`config.mk`:
```
export PLATFORM = sky130hd
export DESIGN_NAME = mem_interface
export DESIGN_NICKNAME = d
export VERILOG_FILES = /design/src/rtl/mem_if_pkg.sv /design/src/rtl/mem_interface_load_extend.sv /design/src/rtl/mem_interface.sv
export SDC_FILE = /design/constraint.sdc
export NUM_CORES = 1
export LEC_CHECK = 0
export BUFFER_PORTS_ARGS = -buffer_cell sky130_fd_sc_hd__buf_4
export CAP_MARGIN = 10
export CORE_UTILIZATION = 51
export CTS_CLUSTER_DIAMETER = 30
export CTS_CLUSTER_SIZE = 8
export DETAILED_ROUTE_END_ITERATION = 10
export PLACE_DENSITY = 0.79
export REMOVE_ABC_BUFFERS = 1
export SYNTH_ARGS = -nofsm -noshare
export SYNTH_HDL_FRONTEND = slang
export SYNTH_SLANG_ARGS = --single-unit
```
`constraint.sdc`:
```
create_clock -name clk -period 3.03 [get_ports clk]
set_input_delay 0.606 -clock clk [delete_from_list [all_inputs] [get_ports clk]]
set_output_delay 0.606 -clock clk [all_outputs]
set_load 0.05 [all_outputs]
```
`src/rtl/mem_if_pkg.sv`:
```
// Shared types and constants for the core-to-memory load/store/fetch port.
// Holds the FSM state encoding, funct3 size codes and the access legality check.
package mem_if_pkg;

  typedef enum logic [1:0] {
    IDLE = 2'd0,
    REQ  = 2'd1,
    DONE = 2'd2
  } memif_state_t;

  localparam logic [2:0] F3_B  = 3'b000;
  localparam logic [2:0] F3_H  = 3'b001;
  localparam logic [2:0] F3_W  = 3'b010;
  localparam logic [2:0] F3_BU = 3'b100;
  localparam logic [2:0] F3_HU = 3'b101;

  // Fetches are always word accesses; funct3 only matters for loads/stores.
  function automatic logic access_illegal(input logic is_fetch, input logic [2:0] f3,
                                          input logic [1:0] lane);
    logic bad;
    bad = 1'b1;
    if (is_fetch) begin
      bad = (lane != 2'b00);
    end else begin
      case (f3)
        F3_B, F3_BU: bad = 1'b0;
        F3_H, F3_HU: bad = lane[0];
        F3_W:        bad = (lane != 2'b00);
        default:     bad = 1'b1;
      endcase
    end
    return bad;
  endfunction

endpackage

```
`src/rtl/mem_interface_load_extend.sv`:
```
// Selects the addressed byte/half of a bus read word and sign- or zero-extends it.
// Fetches and word loads pass the bus word through unchanged.
module load_extend
  import mem_if_pkg::*;
#(
  parameter int XLEN = 32
) (
  input  logic [XLEN-1:0] rdata,
  input  logic [1:0]      lane,
  input  logic [2:0]      funct3,
  input  logic            is_fetch,
  output logic [XLEN-1:0] data
);

  logic [XLEN-1:0] shifted_s;
  logic [7:0]      byte_s;
  logic [15:0]     half_s;

  // Lane select and extension by access size.
  always_comb begin
    shifted_s = rdata >> {lane, 3'b000};
    byte_s    = shifted_s[7:0];
    half_s    = lane[1] ? rdata[31:16] : rdata[15:0];
    data      = rdata;
    if (is_fetch) begin
      data = rdata;
    end else begin
      case (funct3)
        F3_B:    data = {{(XLEN-8){byte_s[7]}}, byte_s};
        F3_BU:   data = {{(XLEN-8){1'b0}}, byte_s};
        F3_H:    data = {{(XLEN-16){half_s[15]}}, half_s};
        F3_HU:   data = {{(XLEN-16){1'b0}}, half_s};
        default: data = rdata;
      endcase
    end
  end

endmodule

```
`src/rtl/mem_interface.sv`:
```
// Load/store/fetch port between the multicycle core and a valid/ready memory bus.
// Three-state FSM (IDLE -> REQ -> DONE) with store lane steering and a bus timeout.
module mem_interface
  import mem_if_pkg::*;
#(
  parameter int XLEN     = 32,
  parameter int MAX_WAIT = 15
) (
  input  logic            clk,
  input  logic            reset,
  input  logic            MemReq,
  input  logic            MemWrite,
  input  logic            IsFetch,
  input  logic [2:0]      funct3,
  input  logic [XLEN-1:0] Adr,
  input  logic [XLEN-1:0] WriteData,
  output logic [XLEN-1:0] ReadData,
  output logic            Stall,
  output logic            MisalignErr,
  output logic            BusErr,
  output logic            mem_valid,
  output logic [XLEN-1:0] mem_addr,
  output logic            mem_we,
  output logic [3:0]      mem_be,
  output logic [XLEN-1:0] mem_wdata,
  input  logic            mem_ready,
  input  logic [XLEN-1:0] mem_rdata
);

  localparam int CW = $clog2(MAX_WAIT + 1);
  localparam logic [CW-1:0] WAIT_LAST = CW'(MAX_WAIT - 1);

  memif_state_t    state_r;
  logic [CW-1:0]   wait_cnt_r;
  logic [1:0]      lane_r;
  logic [2:0]      f3_r;
  logic            fetch_r;
  logic            illegal_s;
  logic [3:0]      be_s;
  logic [XLEN-1:0] wdata_s;
  logic [XLEN-1:0] ext_s;

  assign illegal_s = access_illegal(IsFetch, funct3, Adr[1:0]);
  assign Stall     = ((state_r == IDLE) && MemReq) || (state_r == REQ);

  // Byte enables and lane-replicated write data from the requested size.
  always_comb begin
    be_s    = 4'b1111;
    wdata_s = WriteData;
    if (IsFetch) begin
      be_s    = 4'b1111;
      wdata_s = WriteData;
    end else begin
      case (funct3[1:0])
        2'b00: begin
          be_s    = 4'b0001 << Adr[1:0];
          wdata_s = {4{WriteData[7:0]}};
        end
        2'b01: begin
          be_s    = 4'b0011 << {Adr[1], 1'b0};
          wdata_s = {2{WriteData[15:0]}};
        end
        default: begin
          be_s    = 4'b1111;
          wdata_s = WriteData;
        end
      endcase
    end
  end

  load_extend #(.XLEN(XLEN)) u_load_extend (
    .rdata    (mem_rdata),
    .lane     (lane_r),
    .funct3   (f3_r),
    .is_fetch (fetch_r),
    .data     (ext_s)
  );

  // Access FSM; bus outputs hold steady for the whole REQ phase.
  always_ff @(posedge clk) begin
    if (reset) begin
      state_r     <= IDLE;
      wait_cnt_r  <= '0;
      lane_r      <= 2'b00;
      f3_r        <= 3'b000;
      fetch_r     <= 1'b0;
      ReadData    <= '0;
      MisalignErr <= 1'b0;
      BusErr      <= 1'b0;
      mem_valid   <= 1'b0;
      mem_addr    <= '0;
      mem_we      <= 1'b0;
      mem_be      <= 4'b0000;
      mem_wdata   <= '0;
    end else begin
      case (state_r)
        IDLE: begin
          wait_cnt_r <= '0;
          if (MemReq) begin
            if (illegal_s) begin
              MisalignErr <= 1'b1;
              state_r     <= DONE;
            end else begin
              mem_valid <= 1'b1;
              mem_addr  <= {Adr[XLEN-1:2], 2'b00};
              mem_we    <= MemWrite & ~IsFetch;
              mem_be    <= be_s;
              mem_wdata <= wdata_s;
              lane_r    <= Adr[1:0];
              f3_r      <= funct3;
              fetch_r   <= IsFetch;
              state_r   <= REQ;
            end
          end
        end
        REQ: begin
          if (mem_ready) begin
            mem_valid <= 1'b0;
            if (!mem_we) begin
              ReadData <= ext_s;
            end
            state_r <= DONE;
          end else if (wait_cnt_r == WAIT_LAST) begin
            mem_valid <= 1'b0;
            BusErr    <= 1'b1;
            ReadData  <= '0;
            state_r   <= DONE;
          end else begin
            wait_cnt_r <= wait_cnt_r + CW'(1);
          end
        end
        DONE: begin
          MisalignErr <= 1'b0;
          BusErr      <= 1'b0;
          wait_cnt_r  <= '0;
          state_r     <= IDLE;
        end
        default: begin
          mem_valid <= 1'b0;
          state_r   <= IDLE;
        end
      endcase
    end
  end

endmodule
```
# Word level (Yosys, flattened, before mapping)
# Cells that the tools add are included.
# totals
in_bits	105
wordCells	92
output_inout_bits	105
reg_bits	114
# op_classes
bitwise_logic	4
addsub	1
reduce_logical	21
n_shift	3
n_mux	31
eq_ne	19
# op_table
operator	count
32-bit 2-to-1 mux	5
32-bit case mux with 4 select lines	1
32-bit case mux with 2 select lines	1
32-bit by 5-bit right shift with 8-bit output	1
16-bit 2-to-1 mux	1
4-bit case mux with 2 select lines	2
3-bit AND reduction	5
3-bit equality test (second input constant)	4
4-bit 2-to-1 mux	3
2-bit != test (second input constant)	6
2-bit nonzero test	5
1-bit 2-to-1 mux	9
2-bit 2-to-1 mux	4
3-bit by 1-bit equality test with 1-bit output (second input constant)	2
3-bit logical NOT	2
1-bit case mux with 3 select lines	2
2-bit OR reduction	3
4-bit by 1-bit adder with 4-bit output (second input constant)	1
2-bit by 1-bit equality test with 1-bit output (second input constant)	2
4-bit equality test (second input constant)	1
2-bit logical NOT	2
1-bit case mux with 2 select lines	2
2-bit case mux with 2 select lines	1
4-bit AND reduction	1
other kinds (11)	13

# Depth between registers and ports, before layout
# Gate-level depths: netlist (run 1).
# depth
depth_word	7
ltp_mapped	8
mapped_depth_nobuf	6

# Modules after synthesis
# A second synthesis (run 1) with hierarchy kept.
# hier_totals
hier_cells	698
hier_area_um2	5784.3
# modules_own_cells
mod	cells_per_inst	area_per_inst_um2	seq_area_each_um2	instances
mem_interface	565	4784.6	2282.2	1
load_extend	133	999.7	0.0	1

# Worst setup path after synthesis (run 1)
# Ideal clock, no wire load.
# synth_timing
path_kind	input -> output
startpoint	input port MemReq
endpoint	output port Stall
path_stages	2
t_arrival_ns	1.279
path_buffers	0
setup_slack_ns	1.145
required_ns	2.424
path_cell_list	nor2_1 > nor2_1
# synth_between
elab_chain_cells	2
# synth_lines
element	line	text
start, declared	mem_interface.sv:11	input logic MemReq,
1-bit logical AND	mem_interface.sv:44	assign Stall = ((state_r == IDLE) && MemReq) || (state_r == REQ);
1-bit logical OR	mem_interface.sv:44	
end, declared	mem_interface.sv:18	output logic Stall,
# No other way between the ends.

# Worst setup path after layout (run 1)
# layout_timing
startpoint	register lane_r[1]
endpoint	register ReadData[6]
# layout_between
elab_chain_cells	5
word_cells_on_any_way	6
classes_between	shift (1); mux (5)
# layout_lines
element	line	text
start, declared	mem_interface.sv:35	logic [1:0] lane_r;
start signal, assigned	mem_interface.sv:109	lane_r <= Adr[1:0];
32-bit by 5-bit right shift with 8-bit output / 16-bit 2-to-1 mux (equally long branches)	mem_interface_load_extend.sv:21, mem_interface_load_extend.sv:23	
32-bit case mux with 4 select lines *	mem_interface_load_extend.sv:28	case (funct3)
32-bit 2-to-1 mux *	mem_interface_load_extend.sv:25	if (is_fetch) begin
32-bit 2-to-1 mux *	mem_interface.sv:119	if (!mem_we) begin
32-bit 2-to-1 mux *	mem_interface.sv:117	if (mem_ready) begin
end signal, assigned	mem_interface.sv:120	ReadData <= ext_s;
end, declared	mem_interface.sv:17	output logic [XLEN-1:0] ReadData,
# Mark *: on every way between the ends. The rest lies on a longest branch, timed or not. The select of a mux whose other input is x is not followed.
# A chain may end at the register's enable or synchronous reset.

==> PnR_summary.wiki, run 1 <==
{| class="wikitable"
! Metric !! Value
|-
| Fraction of final layout cells sized beyond drive strength 1 || 33.1%
|-
| TritonCTS clock tree || built
|-
| Hold Violations, Final || 0
|-
| Result of the run || completed
|-
| Starting DRT DRC Count || 392
|-
| Pin count of the biggest net entering global routing || 72
|-
| Average cell area after synthesis || a little under 9 um2
|-
| DP HPWL || ~11000 um
|-
| Gpl congestion || 0.847
|-
| Number of remaining DRC errors || 0
|-
| Setup repair after global routing missed its margin || no
|-
| Most used flip-flop cell after synthesis || sky130_fd_sc_hd__dfxtp_1
|-
| Total grt overflow || 0
|-
| Remaining number of nets flagged by the antenna check after routing || 0
|-
| Slowest cell on crit path || sky130_fd_sc_hd__dfxtp_1
|-
| Placed cell count || about 900
|-
| Worst Hold Launch || mem_rdata[17]
|-
| Depth of the CTS H-tree || 4
|-
| Vias in the first global route || ~5.2k
|-
| Final Slew Violations || 0
|-
| Crit path DAT || between 2 and 3 ns
|-
| Cells traversed along the worst timing path || inv_1, a2111oi_0, o21bai_1, a32o_1
|-
| Area overhead of the layout relative to synthesis || 39.1%
|-
| Final core utilization || just over 70%
|-
| Largest clock skew in the final design || 0.00630 ns
|-
| Crit Path Category || reg -> reg
|-
| Die Height || around 100 um
|-
| Initial standard-cell utilization of the core || between 50% and 60%
|-
| Part of the cycle the worst path needs || a little over two thirds
|-
| Input/output buffers || slightly above 200
|-
| Number of I/O pins || 210
|-
| Count of warnings emitted by yosys || 0
|-
| Headroom to the max-slew limit || around a quarter
|-
| Total of flip-flops plus latches after synthesis || ~110
|-
| Die Span X || approximately 100 um
|-
| Clock Pin Slew Worst Setup and Hold Paths || ~0.06 ns
|-
| Vias per cell || approximately 5.8
|-
| Net count of the finished layout || roughly 890
|-
| Actual slew at the worst max-slew pin || roughly 1.1 ns
|-
| Reg-to-Reg End || ReadData[6]$_SDFFE_PP0P_
|-
| Number of resized instances in the post-cts repair step || 0
|-
| Worst hold path stage count || 2
|-
| Origin of the critical flop-to-flop path || lane_r[1]$_SDFFE_PP0P_
|-
| Fraction of the yosys area taken by sequential cells || 42.7%
|-
| Worst min-delay path endpoint || ReadData[17]$_SDFFE_PP0P_
|-
| Pre-antenna DRT Iters || 5
|-
| Peak per-stage delay on the critical path || about 0.78 ns
|-
| Cell at the root of the clock tree || sky130_fd_sc_hd__clkbuf_8
|-
| Max cap viols || 0
|-
| Buffer levels on the longest clock path || 2
|-
| Inserted Diodes || 0
|-
| Kind of start point of the critical path || flip-flop
|-
| # hold bufs at CTS || 0
|-
| Worst ir drop on vdd || 398 uV
|-
| Maximum fanout count along the critical path || 22
|-
| Non-filler instance count after layout || between 900 and 1k
|-
| Critical Path Sink Type || flip-flop
|-
| Cell depth of the worst flop-to-flop path || 4
|-
| Biggest area consumer among synthesized cells || sky130_fd_sc_hd__dfxtp_1
|-
| Number of antenna violations at the first check in global routing || 0
|-
| Ys async rst share || 0%
|-
| First-pass GRT wire length || between 20000 and 30000 um
|-
| Via count || between 5k and 6k
|-
| Final Hold Slack || roughly 0.35 ns
|-
| Non-Filler Cell Area, Final || around 7400 um2
|-
| Core footprint || 10200 um2
|-
| Worst hold path type || in -> reg
|-
| Power density relative to cell area || 580 nW/um2
|-
| Number of standard cells after synthesis || about 600
|-
| Total standard cell area after synthesis || ~5300 um2
|-
| Minimum setup slack among reg-to-reg paths || roughly 0.89 ns
|-
| Yosys top cell area share || between 40% and 50%
|-
| Clock latency on the worst-skew pair || between 0.5 and 0.6 ns
|-
| Number of post-CTS setup repair buffers || 0
|-
| Standard-cell row count || 37
|-
| Maximum clock rate || around 0.47 GHz
|-
| Standard cell area after detailed placement || a little under 7000 um2
|-
| Pleak || 0.00329 uW
|-
| Number of synthesized flops with an enable pin || 0
|-
| Final setup fails || 0
|-
| Cell types occupying the most area after synthesis || sky130_fd_sc_hd__dfxtp_1, sky130_fd_sc_hd__o21ai_0, sky130_fd_sc_hd__a21oi_1, sky130_fd_sc_hd__nand3_1, sky130_fd_sc_hd__a21o_1
|-
| Data required, critical path || around 3.4 ns
|-
| Cell variety after synth || 59
|-
| Min cycle time layout || approximately 2.1 ns
|-
| Overall global routing resource usage || between 20% and 30%
|-
| Number of clock sinks || about 110
|-
| Full die area || between 10000 and 15000 um2
|-
| Average routed wire per standard cell || around 17 um
|-
| TritonCTS buffer count || 17
|-
| Final wirelength || between 15000 and 20000 um
|}
==> registers in the layout, indices dropped and copies added (netlist names) <==
signal       count
ReadData        32
mem_wdata       32
mem_addr        30
mem_be           4
wait_cnt_r       4
f3_r             3
lane_r           2
state_r          2
BusErr           1
MisalignErr      1
fetch_r          1
mem_valid        1
mem_we           1
==> synthesized netlist by cell type, drive strengths merged, types with 2 or more instances <==
| cell type | instances |
|---|---|
| a22oi | 2 |
| o21ai | 102 |
| or3b | 2 |
| xor2 | 2 |
| o211ai | 4 |
| nor2b | 12 |
| nand2 | 13 |
| dfxtp | 114 |
| nor2 | 13 |
| a32o | 7 |
| a2111oi | 4 |
| inv | 9 |
| o31ai | 2 |
| or2 | 5 |
| a311o | 3 |
| nand4 | 2 |
| clkbuf | 30 |
| mux2i | 15 |
| nand2b | 12 |
| o2bb2ai | 8 |
| a21oi | 68 |
| a21o | 23 |
| nor3 | 3 |
| o21bai | 5 |
| and3 | 3 |
| o211a | 16 |
| nand3 | 45 |
| buf | 37 |
| and2 | 8 |
| a211oi | 7 |
| ha | 2 |
| o2111ai | 9 |
| a311oi | 12 |
==> worst max-delay path, delay by kind of cell, from the launching register on <==
family	cells	cell delay, ns
AOI/OAI and AO/OA	3	0.87
buffers and inverters	1	0.38
DFF	1	0.78
==> per-stage QoR <==
stage	setup WS, ns	power, uW	TNS [ns]
2_1_floorplan	-0.343	2080	-5.91
3_3_place_gp	0.854	2410	0
3_5_place_dp	0.795	2420	0
4_1_cts	0.931	4340	0
5_1_grt	0.701	4460	0
6_report	0.888	4320	0
==> how the worst max path moves through the flow <==
stage | to | slack [ns] | from
finish | ReadData[6]$_SDFFE_PP0P_ | 0.89 | lane_r[1]$_SDFFE_PP0P_
floorplan | lane_r[0]$_SDFFE_PP0P_ | -0.34 | IsFetch
CTS | ReadData[6]$_SDFFE_PP0P_ | 0.93 | lane_r[1]$_SDFFE_PP0P_
global route | ReadData[6]$_SDFFE_PP0P_ | 0.70 | lane_r[1]$_SDFFE_PP0P_
detailed placement | MisalignErr$_SDFFE_PP0P_ | 0.80 | IsFetch
global placement | MisalignErr$_SDFFE_PP0P_ | 0.85 | IsFetch
==> routing by layer <==
metal / part of all wire, % / GRT usage, %
met1: 40 / 34.0
met2: 50 / 49.3
met3: 8.1 / 9.02
met4: 1.2 / 10.5
met5: 0 / 0
==> layout make-up <==
class | instances | area [um2]
fill | 804 | 2790
multi-input combinational | 427 | 2710
sequential | 114 | 2280
timing repair buffer | 218 | 1660
clock buffer | 23 | 477
tap | 136 | 170
clock inverter | 9 | 104
inverter | 9 | 33.8
==> logic make-up after synthesis <==
logic type | count (synthesis) | synth area share (%)
multiplexers | 15 | 2.81
adder cells (fa/ha/maj) | 2 | 0.468
AO/OA/AOI/OAI | 279 | 33.6
buffers and inverters | 76 | 6.95
XOR/XNOR | 3 | 0.491
AND/OR/NAND/NOR | 126 | 12.9
flip-flops | 114 | 42.7
other | 1 | 0.0701
==> cells in the final DEF (no fill, tap or decap), types with 4 or more instances in the layout <==
master	n
sky130_fd_sc_hd__o2bb2ai_1	8
sky130_fd_sc_hd__o21bai_1	4
sky130_fd_sc_hd__nand2b_1	12
sky130_fd_sc_hd__a211oi_1	7
sky130_fd_sc_hd__mux2i_1	15
sky130_fd_sc_hd__inv_1	9
sky130_fd_sc_hd__nor2_1	11
sky130_fd_sc_hd__a21o_1	23
sky130_fd_sc_hd__o211ai_1	4
sky130_fd_sc_hd__buf_4	216
sky130_fd_sc_hd__o211a_1	16
sky130_fd_sc_hd__nand2_1	13
sky130_fd_sc_hd__nand3_1	44
sky130_fd_sc_hd__o2111ai_1	9
sky130_fd_sc_hd__a32o_1	7
sky130_fd_sc_hd__clkbuf_16	16
sky130_fd_sc_hd__a21oi_1	67
sky130_fd_sc_hd__a2111oi_0	4
sky130_fd_sc_hd__a311oi_1	12
sky130_fd_sc_hd__or2_2	5
sky130_fd_sc_hd__clkbuf_8	5
sky130_fd_sc_hd__nor2b_1	11
sky130_fd_sc_hd__o21ai_0	101
sky130_fd_sc_hd__and2_1	8
sky130_fd_sc_hd__dfxtp_1	114
sky130_fd_sc_hd__clkinv_2	4
==> power by group <==
part / internal (uW) / total (uW) / switching [uW]
clock network: 1250 / 1920 / 671
registers: 1570 / 1610 / 47.7
logic: 281 / 785 / 505
total: 3100 / 4320 / 1220
Power figures use the tool's default switching activity.
==> inputs of run 2 (changes only) <==
--- a/config.mk
+++ b/config.mk
@@ -5,13 +5,14 @@
 export SDC_FILE = /design/constraint.sdc
 export NUM_CORES = 1
 export LEC_CHECK = 0
+export ABC_AREA = 1
 export BUFFER_PORTS_ARGS = -buffer_cell sky130_fd_sc_hd__buf_4
 export CAP_MARGIN = 10
-export CORE_UTILIZATION = 51
+export CORE_UTILIZATION = 44
 export CTS_CLUSTER_DIAMETER = 30
 export CTS_CLUSTER_SIZE = 8
 export DETAILED_ROUTE_END_ITERATION = 10
-export PLACE_DENSITY = 0.79
+export PLACE_DENSITY = 0.72
 export REMOVE_ABC_BUFFERS = 1
 export SYNTH_ARGS = -nofsm -noshare
 export SYNTH_HDL_FRONTEND = slang
==> constraint.sdc (replaced) <==
create_clock -name clk -period 1.9 [get_ports clk]
set_input_delay 0.38 -clock clk [delete_from_list [all_inputs] [get_ports clk]]
set_output_delay 0.38 -clock clk [all_outputs]
set_load 0.05 [all_outputs]
==> run 2 against run 1 <==
Compared with the run above:
- the run now ends with design-rule violations left
- core utilization fell by 7.3 points
- global-route usage fell by 3.0 points
- sequential share of layout area fell by 0.53 points
- die area rose by 14%
- final cell count rose by 20%
- sequential cell count did not move
- via count rose by 4.5%
- area after synthesis fell by 1.2%
- clock skew barely moved
- cell area rose by 1.8%
- worst setup slack got worse by 0.75 ns
- hold slack got worse by 0.13 ns
- critical endpoint is now Stall
- largest cell class unchanged
==> PnR_summary.wiki, run 2 <==
{| class="wikitable"
! Metric !! Value
|-
| Relative contribution of sequential cells to total power || between 30% and 40%
|-
| Setup repair after global routing missed its margin || no
|-
| Worst hold path type || in -> reg
|-
| Internal power summed over all cells || ~5400 uW
|-
| Actual slew at the worst max-slew pin || slightly below 1 ns
|-
| Most common library cell in the layout ignoring fill and taps || sky130_fd_sc_hd__nand2_1
|-
| Crit path buffers/inverters || 2
|-
| Worst min-delay path endpoint || mem_addr[24]$_SDFFE_PP0P_
|-
| Worst ir drop on vdd || a little over 700 uV
|-
| Origin of the critical flop-to-flop path || wait_cnt_r[0]$_SDFFE_PP0P_
|-
| Starting DRT DRC Count || 404
|-
| TritonCTS clock tree || built
|-
| Largest clock skew in the final design || around 0.0065 ns
|-
| Die Span X || 112 um
|-
| Fraction of the yosys area taken by sequential cells || 43.2%
|-
| Vias per cell || 5.07
|-
| Part of the cycle the worst path needs || between 90% and 100%
|-
| Remaining number of nets flagged by the antenna check after routing || 0
|-
| Cell at the root of the clock tree || sky130_fd_sc_hd__clkbuf_16
|-
| Number of resized instances in the post-cts repair step || 0
|-
| Headroom to the max-slew limit || between 30% and 40%
|-
| Switching Power || 2000 uW
|-
| Failing checks || design-rule violations
|-
| Number of standard cells after synthesis || approximately 770
|-
| Buffer levels on the longest clock path || 2
|-
| Final setup fails || 0
|-
| Minimum setup slack among reg-to-reg paths || ~0.28 ns
|-
| Total grt overflow || 0
|-
| Crit path DAT || between 1 and 1.5 ns
|-
| Result of the run || finished with violations
|-
| Final Hold Slack || 0.217 ns
|-
| Clock latency on the worst-skew pair || about 0.41 ns
|-
| Commonest cells in the netlist || sky130_fd_sc_hd__nand2_1, sky130_fd_sc_hd__a21oi_1, sky130_fd_sc_hd__dfxtp_1, sky130_fd_sc_hd__inv_1, sky130_fd_sc_hd__o21ai_0
|-
| Power density relative to cell area || 983 nW/um2
|-
| Inserted Diodes || 0
|-
| Number of I/O pins || 210
|-
| Full die area || around 12000 um2
|-
| Main combinational cell family by area after synthesis || simple AND/OR/NAND/NOR gates
|-
| Non-Filler Cell Area, Final || about 7600 um2
|-
| Maximum clock rate || between 0.5 and 0.6 GHz
|-
| Reg-to-Reg End || ReadData[8]$_SDFFE_PP0P_
|-
| Fraction of final layout cells sized beyond drive strength 1 || ~28%
|-
| # hold bufs at CTS || 0
|-
| Kind of start point of the critical path || flip-flop
|-
| Cell variety after synth || 31
|-
| Worst hold path stage count || 3
|-
| Net count of the finished layout || around 1.1k
|-
| Number of clock sinks || between 100 and 150
|-
| Non-filler instance count after layout || roughly 1.1k
|-
| Min cycle time layout || around 1.8 ns
|-
| Maximum fanout count along the critical path || 6
|-
| Hold Violations, Final || 0
|-
| Clock Pin Slew Worst Setup and Hold Paths || roughly 0.050 ns
|-
| Peak per-stage delay on the critical path || around 0.4 ns
|-
| Pin count of the biggest net entering global routing || 56
|-
| Data required, critical path || between 1.5 and 2 ns
|-
| Number of post-CTS setup repair buffers || 0
|-
| Share of cell area taken by muxes after synthesis || 0%
|-
| Average cell area after synthesis || about 6.9 um2
|-
| Final wirelength || between 15000 and 20000 um
|-
| First-pass GRT wire length || between 20000 and 30000 um
|-
| Compound-gate portion of the synthesized area || about 22%
|-
| Input/output buffers || 207
|-
| Critical Path Sink Type || output pin
|-
| Total negative setup slack || 0 ns
|-
| Crit Path Category || reg -> out
|-
| Share of synthesized cell area in full adder, half adder and majority cells || 0.473%
|-
| Gpl congestion || 0.843
|-
| Biggest area consumer among synthesized cells || sky130_fd_sc_hd__dfxtp_1
|-
| Switching fraction of total power || 26.9%
|-
| TritonCTS buffer count || 17
|-
| Standard-cell row count || 39
|-
| XOR/XNOR Fraction of Synth Area || 0%
|-
| Average routed wire per standard cell || between 10 and 15 um
|-
| DP HPWL || about 11000 um
|-
| Number of remaining DRC errors || 12
|-
| Slowest cell on crit path || sky130_fd_sc_hd__dfxtp_1
|-
| Number of antenna violations at the first check in global routing || 0
|-
| Overall power after layout || 7440 uW
|-
| Ys async rst share || 0%
|-
| Simple-Gate Fraction of Synth Area || around a quarter
|-
| Pleak || ~0.0034 uW
|-
| Depth of the CTS H-tree || 4
|-
| Worst Hold Launch || Adr[24]
|-
| Share of total power in the clock network || 48.0%
|-
| Overall global routing resource usage || ~26%
|-
| Largest delay contributor family on the critical path || flip-flops
|-
| Standard cell area after detailed placement || between 6000 and 7000 um2
|-
| Cell types occupying the most area after synthesis || sky130_fd_sc_hd__dfxtp_1, sky130_fd_sc_hd__nand2_1, sky130_fd_sc_hd__a21oi_1, sky130_fd_sc_hd__inv_1, sky130_fd_sc_hd__o211ai_1
|-
| Most numerous cell in the Yosys netlist || sky130_fd_sc_hd__nand2_1
|-
| Final Slew Violations || 0
|-
| Commonest cells after routing, fill and taps aside || sky130_fd_sc_hd__nand2_1, sky130_fd_sc_hd__buf_4, sky130_fd_sc_hd__a21oi_1
|-
| Placed cell count || between 1k and 1.5k
|-
| Combinational fraction of design power || 17.8%
|-
| Count of warnings emitted by yosys || 0
|-
| Number of synthesized flops with an enable pin || 0
|-
| Total of flip-flops plus latches after synthesis || ~110
|-
| Most used flip-flop cell after synthesis || sky130_fd_sc_hd__dfxtp_1
|-
| Max cap viols || 0
|-
| Number of filler cells placed in the layout || roughly 1.1k
|-
| Yosys top cell area share || between 40% and 50%
|-
| Registers with the most flip-flops || ReadData: 32 flops, mem_wdata: 32 flops, mem_addr: 30 flops
|-
| Vias in the first global route || around 5.3k
|-
| Via count || roughly 5.7k
|-
| Total standard cell area after synthesis || 5290 um2
|-
| Core footprint || approximately 12000 um2
|-
| Cells traversed along the worst timing path || inv_1, a21oi_1, buf_4
|-
| Die Height || 112 um
|-
| Initial standard-cell utilization of the core || 45.7%
|-
| Area overhead of the layout relative to synthesis || 43.3%
|-
| Cell depth of the worst flop-to-flop path || 9
|-
| Pre-antenna DRT Iters || 8
|}
run 2: cells by family (layout without fill, tap and decap cells):
| family | after synthesis | after routing |
|---|---|---|
| and+or+nand+nor | 352 | 352 |
| AOI/OAI and AO/OA | 216 | 216 |
| DFF | 114 | 114 |
| buffers and inverters | 84 | 292 |
| adders and majority gates | 2 | 2 |
| other | 1 | 2 |
run 2: how the worst max path moves through the flow:
| stage | cells past startpoint | slack [ns] | end | startpoint |
|---|---|---|---|---|
| after floorplan | 7 | -1.04 | mem_wdata[16]$_SDFFE_PP0P_ | IsFetch |
| after detailed placement | 8 | 0.18 | f3_r[0]$_SDFFE_PP0P_ | funct3[0] |
| after global placement | 8 | 0.18 | f3_r[0]$_SDFFE_PP0P_ | funct3[0] |
| after global routing | 3 | 0.009 | Stall | state_r[0]$_SDFFE_PP0P_ |
| after CTS | 3 | 0.13 | Stall | state_r[0]$_SDFFE_PP0P_ |
| final | 3 | 0.14 | Stall | state_r[0]$_SDFFE_PP0P_ |
run 2: stage by stage:
stage               setup WS [ns]  utilization [%]
global route              0.00858             65.5
finish                      0.139             65.5
global placement            0.177             59.8
detailed placement          0.178             59.8
CTS                         0.130             65.5
floorplan                   -1.04                -
run 2: metal layers:
layer  up-vias  GRT usage (%)  part of all wire, %
met5         -              0                    0
met4         0           9.10                  1.2
met3        19           11.4                   10
met2       225           41.4                   46
met1      2535           30.8                   42
li1       2905              -                    -
run 2: power groups by stage:
stage / registers (uW) / clock network (uW) / logic, uW
CTS: 2550 / 3610 / 1330
finish: 2550 / 3570 / 1330
detailed placement: 2600 / 0 / 1320
global route: 2560 / 3740 / 1460
floorplan: 2870 / 0 / 485
global placement: 2590 / 0 / 1320
run 2: tightest hold or removal path, stage by stage:
cell                      delay (ns)
sky130_fd_sc_hd__buf_4          0.08
sky130_fd_sc_hd__nand2_1        0.04
sky130_fd_sc_hd__a21oi_1        0.10
run 2: final cells by class:
cell class	instances	area (um2)	share of cell area, %
Clock inverter	11	209	2.76
Clock buffer	20	447	5.90
Timing Repair Buffer	227	1740	23.0
Tap cell	143	179	2.36
Multi-Input combinational cell	572	2590	34.2
Sequential cell	114	2280	30.1
Inverter	34	128	1.69
